==> config.mk <==
export PLATFORM = sky130hd
export DESIGN_NAME = q2_sequencer
export DESIGN_NICKNAME = d
export VERILOG_FILES = /design/src/rtl/q2_sequencer.sv
export SDC_FILE = /design/constraint.sdc
export NUM_CORES = 1
export LEC_CHECK = 0
export ABC_AREA = 1
export CORE_MARGIN = 2
export CORE_UTILIZATION = 47
export CTS_CLUSTER_DIAMETER = 200
export DETAILED_ROUTE_END_ITERATION = 8
export PLACE_DENSITY = 0.73
export SYNTH_ARGS = -nofsm -noshare
export SYNTH_HDL_FRONTEND = slang
export SYNTH_SLANG_ARGS = --single-unit
==> constraint.sdc <==
create_clock -name clk -period 1.63 [get_ports clk]
set_clock_uncertainty 0.15 [all_clocks]
set_input_delay 0.2445 -clock clk [delete_from_list [all_inputs] [get_ports clk]]
set_output_delay 0.2445 -clock clk [all_outputs]
set_load 0.05 [all_outputs]
==> src/rtl/q2_sequencer.sv <==
// ============================================================================
// q2_sequencer
//   Q2 CPU state sequencer. Steps each instruction through FETCH (0),
//   optional DEREF (1), optional LOAD (2), EXEC (3) and the serial ALU states
//   (4 .. 3+ALU_BITS), then returns to FETCH. Each state spends one SETTLE
//   cycle (ws=0) and one STROBE cycle (ws=1). FETCH adds a DECODE cycle in
//   which the freshly loaded opcode bits are sampled.
//   Front-panel run/stop stops only at instruction boundaries.
//
//   Optional feature macro: Q2_SEQ_STEP_EN
//     defined   : step_sw rising edge while idle (go=0) runs one instruction
//     undefined : step_sw unused, only run_sw controls running
//
// Parameters
//   ALU_BITS     number of serial ALU states (1..12)
//   SYNC_STAGES  synchroniser depth for run_sw / step_sw (>=2)
//
// Ports
//   clk          in   system clock
//   rst_n        in   async active-low reset
//   run_sw       in   front-panel run switch (asynchronous level)
//   step_sw      in   front-panel step switch (asynchronous level)
//   deref        in   decoded opcode: indirect operand
//   o2           in   opcode bit 2
//   s2in         in   1 = enter ALU states after EXEC
//   s0..s3       out  binary state number, s0 = LSB (registered)
//   ws           out  write strobe (registered)
//   running      out  sequencer active
//   instr_done   out  one-cycle pulse when an instruction retires
//
// Handshake note: there is no valid/ready pair here; ws is a pure strobe that
// is high for exactly one cycle per state and only while running=1.
// ============================================================================
module q2_sequencer #(
    parameter int ALU_BITS    = 8,
    parameter int SYNC_STAGES = 2
) (
    input  logic clk,
    input  logic rst_n,
    input  logic run_sw,
    input  logic step_sw,
    input  logic deref,
    input  logic o2,
    input  logic s2in,
    output logic s0,
    output logic s1,
    output logic s2,
    output logic s3,
    output logic ws,
    output logic running,
    output logic instr_done
);

    localparam logic [3:0] LAST_STATE = 4'(3 + ALU_BITS);

    typedef enum logic [1:0] {
        PH_SETTLE = 2'd0,
        PH_STROBE = 2'd1,
        PH_DECODE = 2'd2
    } phase_t;

    logic [3:0]             s;
    phase_t                 phase;
    logic [SYNC_STAGES-1:0] run_sync;
    logic                   go;
    logic [3:0]             seq_next;
    logic [3:0]             decode_next;
    logic                   start;
    logic                   stop_at_boundary;

    assign go = run_sync[SYNC_STAGES-1];
    assign {s3, s2, s1, s0} = s;

`ifdef Q2_SEQ_STEP_EN
    logic [SYNC_STAGES-1:0] step_sync;
    logic                   step_prev;
    logic                   step_mode;
    logic                   step_rise;

    assign step_rise        = step_sync[SYNC_STAGES-1] & ~step_prev;
    // A step edge only matters when idle and not in run mode.
    assign start            = go | step_rise;
    assign stop_at_boundary = step_mode | ~go;
`else
    logic unused_step;
    assign unused_step      = step_sw;
    assign start            = go;
    assign stop_at_boundary = ~go;
`endif

    // Successor for every state except FETCH, which is steered in DECODE.
    // Out-of-range values fall back to FETCH so s never leaves 0..LAST_STATE.
    always_comb begin
        seq_next = 4'd0;
        case (s)
            4'd1:    seq_next = o2 ? 4'd3 : 4'd2;
            4'd2:    seq_next = 4'd3;
            4'd3:    seq_next = s2in ? 4'd4 : 4'd0;
            default: seq_next = (s >= LAST_STATE) ? 4'd0 : s + 4'd1;
        endcase
    end

    assign decode_next = deref ? 4'd1 : (o2 ? 4'd3 : 4'd2);

    always_ff @(posedge clk or negedge rst_n) begin
        if (!rst_n) begin
            s          <= 4'd0;
            phase      <= PH_SETTLE;
            ws         <= 1'b0;
            running    <= 1'b0;
            instr_done <= 1'b0;
            run_sync   <= '0;
`ifdef Q2_SEQ_STEP_EN
            step_sync  <= '0;
            step_prev  <= 1'b0;
            step_mode  <= 1'b0;
`endif
        end else begin
            run_sync   <= {run_sync[SYNC_STAGES-2:0], run_sw};
            instr_done <= 1'b0;
`ifdef Q2_SEQ_STEP_EN
            step_sync  <= {step_sync[SYNC_STAGES-2:0], step_sw};
            step_prev  <= step_sync[SYNC_STAGES-1];
`endif
            if (!running) begin
                // Idle: parked in FETCH SETTLE with the strobe off.
                s     <= 4'd0;
                phase <= PH_SETTLE;
                ws    <= 1'b0;
                if (start) begin
                    running <= 1'b1;
`ifdef Q2_SEQ_STEP_EN
                    step_mode <= ~go;
`endif
                end
            end else begin
                case (phase)
                    PH_SETTLE: begin
                        phase <= PH_STROBE;
                        ws    <= 1'b1;
                    end
                    PH_STROBE: begin
                        ws <= 1'b0;
                        if (s == 4'd0) begin
                            // Opcode register loads on this edge; decode next cycle.
                            phase <= PH_DECODE;
                        end else begin
                            phase <= PH_SETTLE;
                            s     <= seq_next;
                            if (seq_next == 4'd0) begin
                                instr_done <= 1'b1;
                                if (stop_at_boundary) begin
                                    running <= 1'b0;
`ifdef Q2_SEQ_STEP_EN
                                    step_mode <= 1'b0;
`endif
                                end
                            end
                        end
                    end
                    PH_DECODE: begin
                        phase <= PH_SETTLE;
                        s     <= decode_next;
                    end
                    default: begin
                        phase <= PH_SETTLE;
                        ws    <= 1'b0;
                    end
                endcase
            end
        end
    end

endmodule
Word level (Yosys, flattened, before mapping)
Index checks and enable logic that the tools add are counted.
{"block": "op_classes", "add_sub_neg": 1, "multipliers": 0, "n_div": 0, "n_lt_le_gt_ge": 1, "n_eq_ne": 8, "n_shift": 0, "muxes": 22, "bitwise_logic": 0, "n_reduce_logical": 4}
{"op": "4-bit 2-to-1 mux", "n": 3}
{"op": "4-bit case mux with 3 select lines", "n": 1}
{"op": "1-bit 2-to-1 mux", "n": 11}
{"op": "4-bit by 2-bit == test with 1-bit output (second input constant)", "n": 2}
{"op": "4-bit zero test", "n": 2}
{"op": "4-bit case mux with 2 select lines", "n": 1}
{"op": "2-bit 2-to-1 mux", "n": 3}
{"op": "4-bit by 1-bit adder with 4-bit output (second input constant)", "n": 1}
{"op": "4-bit by 1-bit == test with 1-bit output (second input constant)", "n": 1}
{"op": "4-bit >= comparator (second input constant)", "n": 1}
{"op": "2-bit case mux with 2 select lines", "n": 1}
{"op": "3-bit 2-to-1 mux", "n": 1}
{"op": "3-bit by 1-bit inequality test with 1-bit output (second input constant)", "n": 1}
{"op": "3-bit inequality test (second input constant)", "n": 1}
{"op": "2-bit by 1-bit == test with 1-bit output (second input constant)", "n": 1}
{"op": "2-bit == test (second input constant)", "n": 1}
{"op": "2-bit zero test", "n": 1}
{"op": "2-bit inequality test (second input constant)", "n": 1}
{"op": "1-bit case mux with 2 select lines", "n": 1}
{"op": "2-bit AND reduction", "n": 1}
{"block": "word_totals", "ff_bits": 11, "latch_bits": 0, "ramBits": 0, "romBits": 0, "inputBits": 7, "output_inout_bits": 7, "word_cells": 42, "mem_count": 0}

Logic depth before layout (Yosys ltp)
Gate-level depths: netlist of run 1.
{"block": "logic_depth", "ltp_word": 8, "depth_mapped": 11, "depth_no_buf": 11}

Worst setup path before layout of run 1
Ideal clock, no wire load.
{"block": "synth_timing", "path_type": "reg2reg", "start": "reg s[0]", "end": "reg running", "setup_time_ps": 120, "arrival_ps": 1570, "required_ps": 1360, "path_slack_ps": -210, "path_stages_with_launch": 11, "n_path_buf": 0, "period_less_slack_ps": 1840, "cell_sequence": "dfrtp_1 -> inv_1 -> ha_1 -> inv_1 -> nand2_1 -> nand2_1 -> nand2_1 -> nor2_2 -> nand3_2 -> nand2_1 -> nand2_1"}
{"block": "synth_between", "elab_chain_len": 8, "elab_cells_between_ends": 13, "classes_between": "add/sub (1); order compare (1); eq/ne (3); mux (6); reduce/logical (2)"}
{"item": "from (decl)", "line": "62", "text": "logic [3:0] s;"}
{"item": "from (signal assigned)", "line": "149", "text": "s <= seq_next;"}
{"item": "from (signal assigned)", "line": "163", "text": "s <= decode_next;"}
{"item": "4-bit by 1-bit adder with 4-bit output / 4-bit >= comparator (equally long branches)", "line": "99", "text": "default: seq_next = (s >= LAST_STATE) ? 4'd0 : s + 4'd1;"}
{"item": "4-bit 2-to-1 mux", "line": "99"}
{"item": "4-bit case mux with 3 select lines", "line": "95", "text": "case (s)"}
{"item": "4-bit zero test", "line": "150", "text": "if (seq_next == 4'd0) begin"}
{"item": "1-bit 2-to-1 mux", "line": "150"}
{"item": "1-bit 2-to-1 mux *", "line": "144", "text": "if (s == 4'd0) begin"}
{"item": "1-bit 2-to-1 mux *", "line": "137", "text": "case (phase)"}
{"item": "1-bit 2-to-1 mux *", "line": "125", "text": "if (!running) begin"}
{"item": "to (signal assigned)", "line": "110", "text": "running <= 1'b0;"}
{"item": "to (signal assigned)", "line": "131", "text": "running <= 1'b1;"}
{"item": "to (signal assigned)", "line": "153", "text": "running <= 1'b0;"}
{"item": "to (decl)", "line": "50", "text": "output logic running,"}
Every way passes the cells marked *; elsewhere a longest branch is shown, timed or not.
A chain may end at the register's enable or synchronous reset.

Worst setup path after layout of run 1
{"block": "layout_timing", "start": "reg s[1]", "end": "out s1"}
{"item": "to (decl)", "line": "46", "text": "output logic s1,"}
No word-level cell between the ends.

==> impl_metrics.ini, run 1 <==
[placement]
place.port_buffers = 12
dp_hpwl_um = 870.8
gp_congestion = 0.8079
place_inst = 103

[cts]
cts_inserted_buffers = 3
clock_path_buffers = 2
tritoncts = built
clock_sinks = 11
clk_pin_slew_ns = 0.07
root_buffer = clkbuf_4
hold_buffers = 0
clock_latency_ns = 0.26
cts_max_level = 1

[sta]
final-setup-viol-count = 0
maxSlewHeadroom = 0.6663
period_share = 0.9541
fmax_ghz = 0.6430
worst_pin_slew_ns = 0.4990
hold_violations = 0
fin_crit_ns = 1.555
maxSlewViolCount = 0

[synth]
synth.distinct_cells = 20
synthesis.area_um2 = 623.1
synth_area_leader_cell = dfrtp_1
ys_async_sr_fraction = 1.000
ys_ff_latch = 11
ys_warn_count = 0
synth_edf_count = 0
synthTopCellsByCount = nand2_1, inv_1, dfrtp_1
synth.yosys.seq_area_share = 0.4418
avgSynthCellArea_um2 = 8.199
syn_nets = 87
syn_inst = 76
yosysTopAreaCellShare = 0.4418
synthFlopType = dfrtp_1
synthTopCellsByArea = dfrtp_1, nand2_1, ha_1
yosysMostFrequentCell = nand2_1

[finish]
syn2layout_area_growth_pct = 51.81
diodes = 0
stdcell_count = 110
drive_above_1_share = 0.4526
final_nets = 107

[die]
dieArea_mm2 = 0.001633
core-area_mm2 = 0.001269
start_util = 0.4911
io_pins = 14
die_h_um = 40.41
die_x_um = 40.41
rows = 13

[grt]
grt-ovfl-total = 0
antenna_found_initial = 0
grt_pass1_vias = 464
grt_max_degree = 12
grt_pass1_wl_mm = 1.842
grt.met3_usage = 0.01667
met2_usage = 0.2619
grt_usage = 0.1701
grt-busiest-layer = met2
use_met1 = 0.2292

[route]
wl_per_cell_um = 11.59
vias_per_cell = 4.882
drt-total-wl_mm = 1.275
final_antenna_net_count = 0
drt_iter0_markers = 4
firstDrtPassIters = 4
drcViolationCount = 0
vias = 537

[critical_path]
worstPathArrival_ns = 1.16
cp_max_fo = 6
required_ns = 1.24
end_kind = output port
critPathKind = flop to output port
crit_path_start_kind = flop

[hold_path]
min_path_type = input pin to asynchronous set/reset pin

[outcome]
status = complete, no violations

[run]
maxCapViolCount = 0
==> flip-flops by register name, indices dropped and copies added, names as in the netlist <==
name	cells
s	4
instr_done	1
ws	1
running	1
phase	2
run_sync	2
==> through the flow <==
| step | hold WS [ns] | TNS, ns | worst slack (ns) | area, um2 | util |
|---|---|---|---|---|---|
| 2_1_floorplan | -0.2011 | 0 | 0.02054 | 625.6 | - |
| 3_5_place_dp | 0.1903 | 0 | 0.07098 | 822.0 | 0.6479 |
| 3_3_place_gp | 0.1876 | 0 | 0.1062 | 822.0 | 0.6479 |
| 5_1_grt | 0.1993 | -0.02384 | -0.02384 | 945.9 | 0.7456 |
| 6_report | 0.1640 | 0 | 0.07488 | 945.9 | 0.7456 |
| 4_1_cts | 0.1700 | 0 | 0.03910 | 848.3 | 0.6686 |
==> per-layer routing <==
layer	routed length, um	vias to the layer above
li1	-	280
met4	21	0
met3	27	4
met1	565	243
met5	0	-
met2	660	10
==> area by class of cell <==
class	count	area, um2
clock buffer	4	26.28
fill	89	322.8
inverter	15	58.81
multi-input combinational	50	364.1
sequential	11	277.8
tap	15	18.77
timing repair buffer	15	200.2
==> cell families after synthesis <==
kind of cell | synth area share
simple gates | 0.2791
buf+inv | 0.09037
compound gates | 0.1084
flops | 0.4418
fa+ha+maj | 0.08032
==> critical path: stages (launching register included) <==
cell and delay (ns):
dfrtp_2 0.48, buf_4 0.15, buf_4 0.13, buf_12 0.14
==> path summary, 6_finish.rpt <==
check	start	endpoint	slack (ns)	cells past startpoint
min	rst_n	ws	0.16	1
min reg2reg	run_sync[0]	run_sync[1]	0.20	0
max in group asynchronous	rst_n	s[0]	0.81	1
max reg2reg	s[0]	running	0.09	8
min in group clk	run_sync[0]	run_sync[1]	0.20	0
max	s[1]	s1	0.07	3
==> what timing repair did <==
item,CTS,global route
buffers inserted,0,3
endpoints found under the setup margin,0,2
resized for setup,0,19
hold endpoints to repair,0,0
==> cells in the final DEF (no fill, tap or decap) <==
master	Yosys	layout
a21oi_2	1	1
nor4_1	1	1
clkbuf_1	0	1
nand2_2	1	8
dfrtp_2	0	2
nand2_1	14	7
nand2_4	2	2
inv_2	2	5
a21oi_1	1	1
buf_4	0	4
inv_4	0	1
o21ai_1	3	3
buf_12	0	6
ha_4	0	4
o211ai_1	1	1
inv_1	13	9
clkdlybuf4s50_1	0	5
o21ai_0	2	2
o21a_1	1	1
nor2_1	8	8
a211oi_1	1	1
nand3_1	3	2
nor2_2	5	5
dfrtp_1	11	9
clkbuf_4	0	3
o22ai_1	1	1
nand3_2	1	2
Power of run 1 is not shown: default switching activity piles up to over one toggle a cycle in this logic, so the estimate is an artifact.
==> run 2, diff against run 1 <==
Settings changed: CORE_AREA from default to 2 2 39 41, CORE_MARGIN 2 to default, CORE_UTILIZATION 47 to default, CTS_BUF_LIST from default to sky130_fd_sc_hd__clkbuf_4, DIE_AREA from default to 0 0 41 43.
==> run 2 against run 1 <==
- utilization fell by 12 points
- non-clock buffer count shrank 2
- setup slack better by 0.0043 ns
- flip-flop and latch count did not move
- routed wire length decreased by 7.5%
==> impl_metrics.ini, run 2 (synthesized netlist as in run 1, its figures left out) <==
[route]
drt_iter0_markers = 12
wl_per_cell_um = 10.83
drcViolationCount = 0
vias_per_cell = 4.862
firstDrtPassIters = 6
vias = 530
final_antenna_net_count = 0
drt-total-wl_mm = 1.180

[critical_path]
required_ns = 1.64
worstPathArrival_ns = 1.56
end_kind = flop
crit_path_start_kind = flop
critPathKind = flop to flop
cp_max_fo = 5

[grt]
grt_max_degree = 12
grt_usage = 0.1663
grt_pass1_vias = 480
antenna_found_initial = 0
grt_pass1_wl_mm = 1.925
grt-ovfl-total = 0

[sta]
setup_tns_ns = 0
period_share = 0.9514
maxSlewViolCount = 0
maxSlewHeadroom = 0.6896
rsz0062_at_grt = no
hold_violations = 0
worst_pin_slew_ns = 0.4642
fin_crit_ns = 1.551
fmax_ghz = 0.6448
final-setup-viol-count = 0

[placement]
dp_hpwl_um = 902.1
gp_congestion = 0.8506
place.port_buffers = 12

[die]
die_h_um = 43
rows = 14
start_util = 0.4503
core-area_mm2 = 0.001384
io_pins = 14
die_x_um = 41
dieArea_mm2 = 0.001763

[cts]
tritoncts = built
clock_path_buffers = 2
clock_latency_ns = 0.26
cts_max_level = 1
hold_buffers = 0
clk_pin_slew_ns = 0.06
cts_inserted_buffers = 3
root_buffer = clkbuf_4
clock_sinks = 11

[finish]
top_register = s
drive_above_1_share = 0.3011
top_regs = s (4), phase (2), run_sync (2)
layout_common_cells = nand2_1, inv_1, dfrtp_1
diodes = 0
largest_reg_flops = 4
final_common_cell = nand2_1
fill_cells = 121
final_nets = 105
syn2layout_area_growth_pct = 38.55

[outcome]
status = complete, no violations

[hold_path]
min_path_type = input pin to asynchronous set/reset pin

[run]
maxCapViolCount = 0
run 2: metrics by stage:
step	area (um2)	std cells	hold slack, ns	setup slack, ns	util
2_1_floorplan	625.6	76	-0.2011	0.02054	-
3_3_place_gp	823.3	104	0.1858	0.1014	0.5949
3_5_place_dp	823.3	104	0.2009	0.08284	0.5949
4_1_cts	853.3	108	0.1503	0.06487	0.6166
5_1_grt	863.3	109	0.1895	0.006149	0.6239
6_report	863.3	109	0.1488	0.07922	0.6239
run 2: timing repair:
action	4_1_cts	5_1_grt
resized for setup	0	1
buffers inserted	0	1
hold endpoints to repair	0	0
endpoints found under the setup margin	0	2
run 2: routing by layer:
| metal | part of all wire | global-route usage |
|---|---|---|
| met1 | 0.43 | 0.2145 |
| met2 | 0.53 | 0.2563 |
| met3 | 0.036 | 0.01571 |
| met4 | 0.0042 | 0.1000 |
| met5 | 0 | 0 |
run 2: layout make-up:
type | count | area [um2] | share of cell area
Timing Repair Buffer | 13 | 185.2 | 0.2145
Clock buffer | 4 | 30.03 | 0.03478
Inverter | 15 | 56.30 | 0.06522
Tap cell | 16 | 20.02 | 0.02319
Multi-Input combinational cell | 50 | 294.0 | 0.3406
Sequential cell | 11 | 277.8 | 0.3217
run 2: critical path, cell delays in order, from the launching register on:
cell and delay (ns):
dfrtp_2 0.46, inv_2 0.09, ha_1 0.16, inv_1 0.04, nand2_1 0.07, nand2_1 0.07, nand3_1 0.07, nand2_1 0.07
inv_1 0.08, nand3_2 0.08, nand2_1 0.06, nand2_1 0.05
run 2: worst paths after layout:
| path | start | end | slack (ns) | cells after the start |
|---|---|---|---|---|
| hold reg to reg | run_sync[0] | run_sync[1] | 0.24 | 0 |
| min in group clk | run_sync[0] | run_sync[1] | 0.24 | 0 |
| max in group asynchronous | rst_n | s[0] | 0.84 | 1 |
| setup / recovery | s[0] | running | 0.08 | 11 |
| hold / removal | rst_n | running | 0.15 | 1 |
| setup reg to reg | s[0] | running | 0.08 | 11 |
Power of run 2 is left out for the same reason.
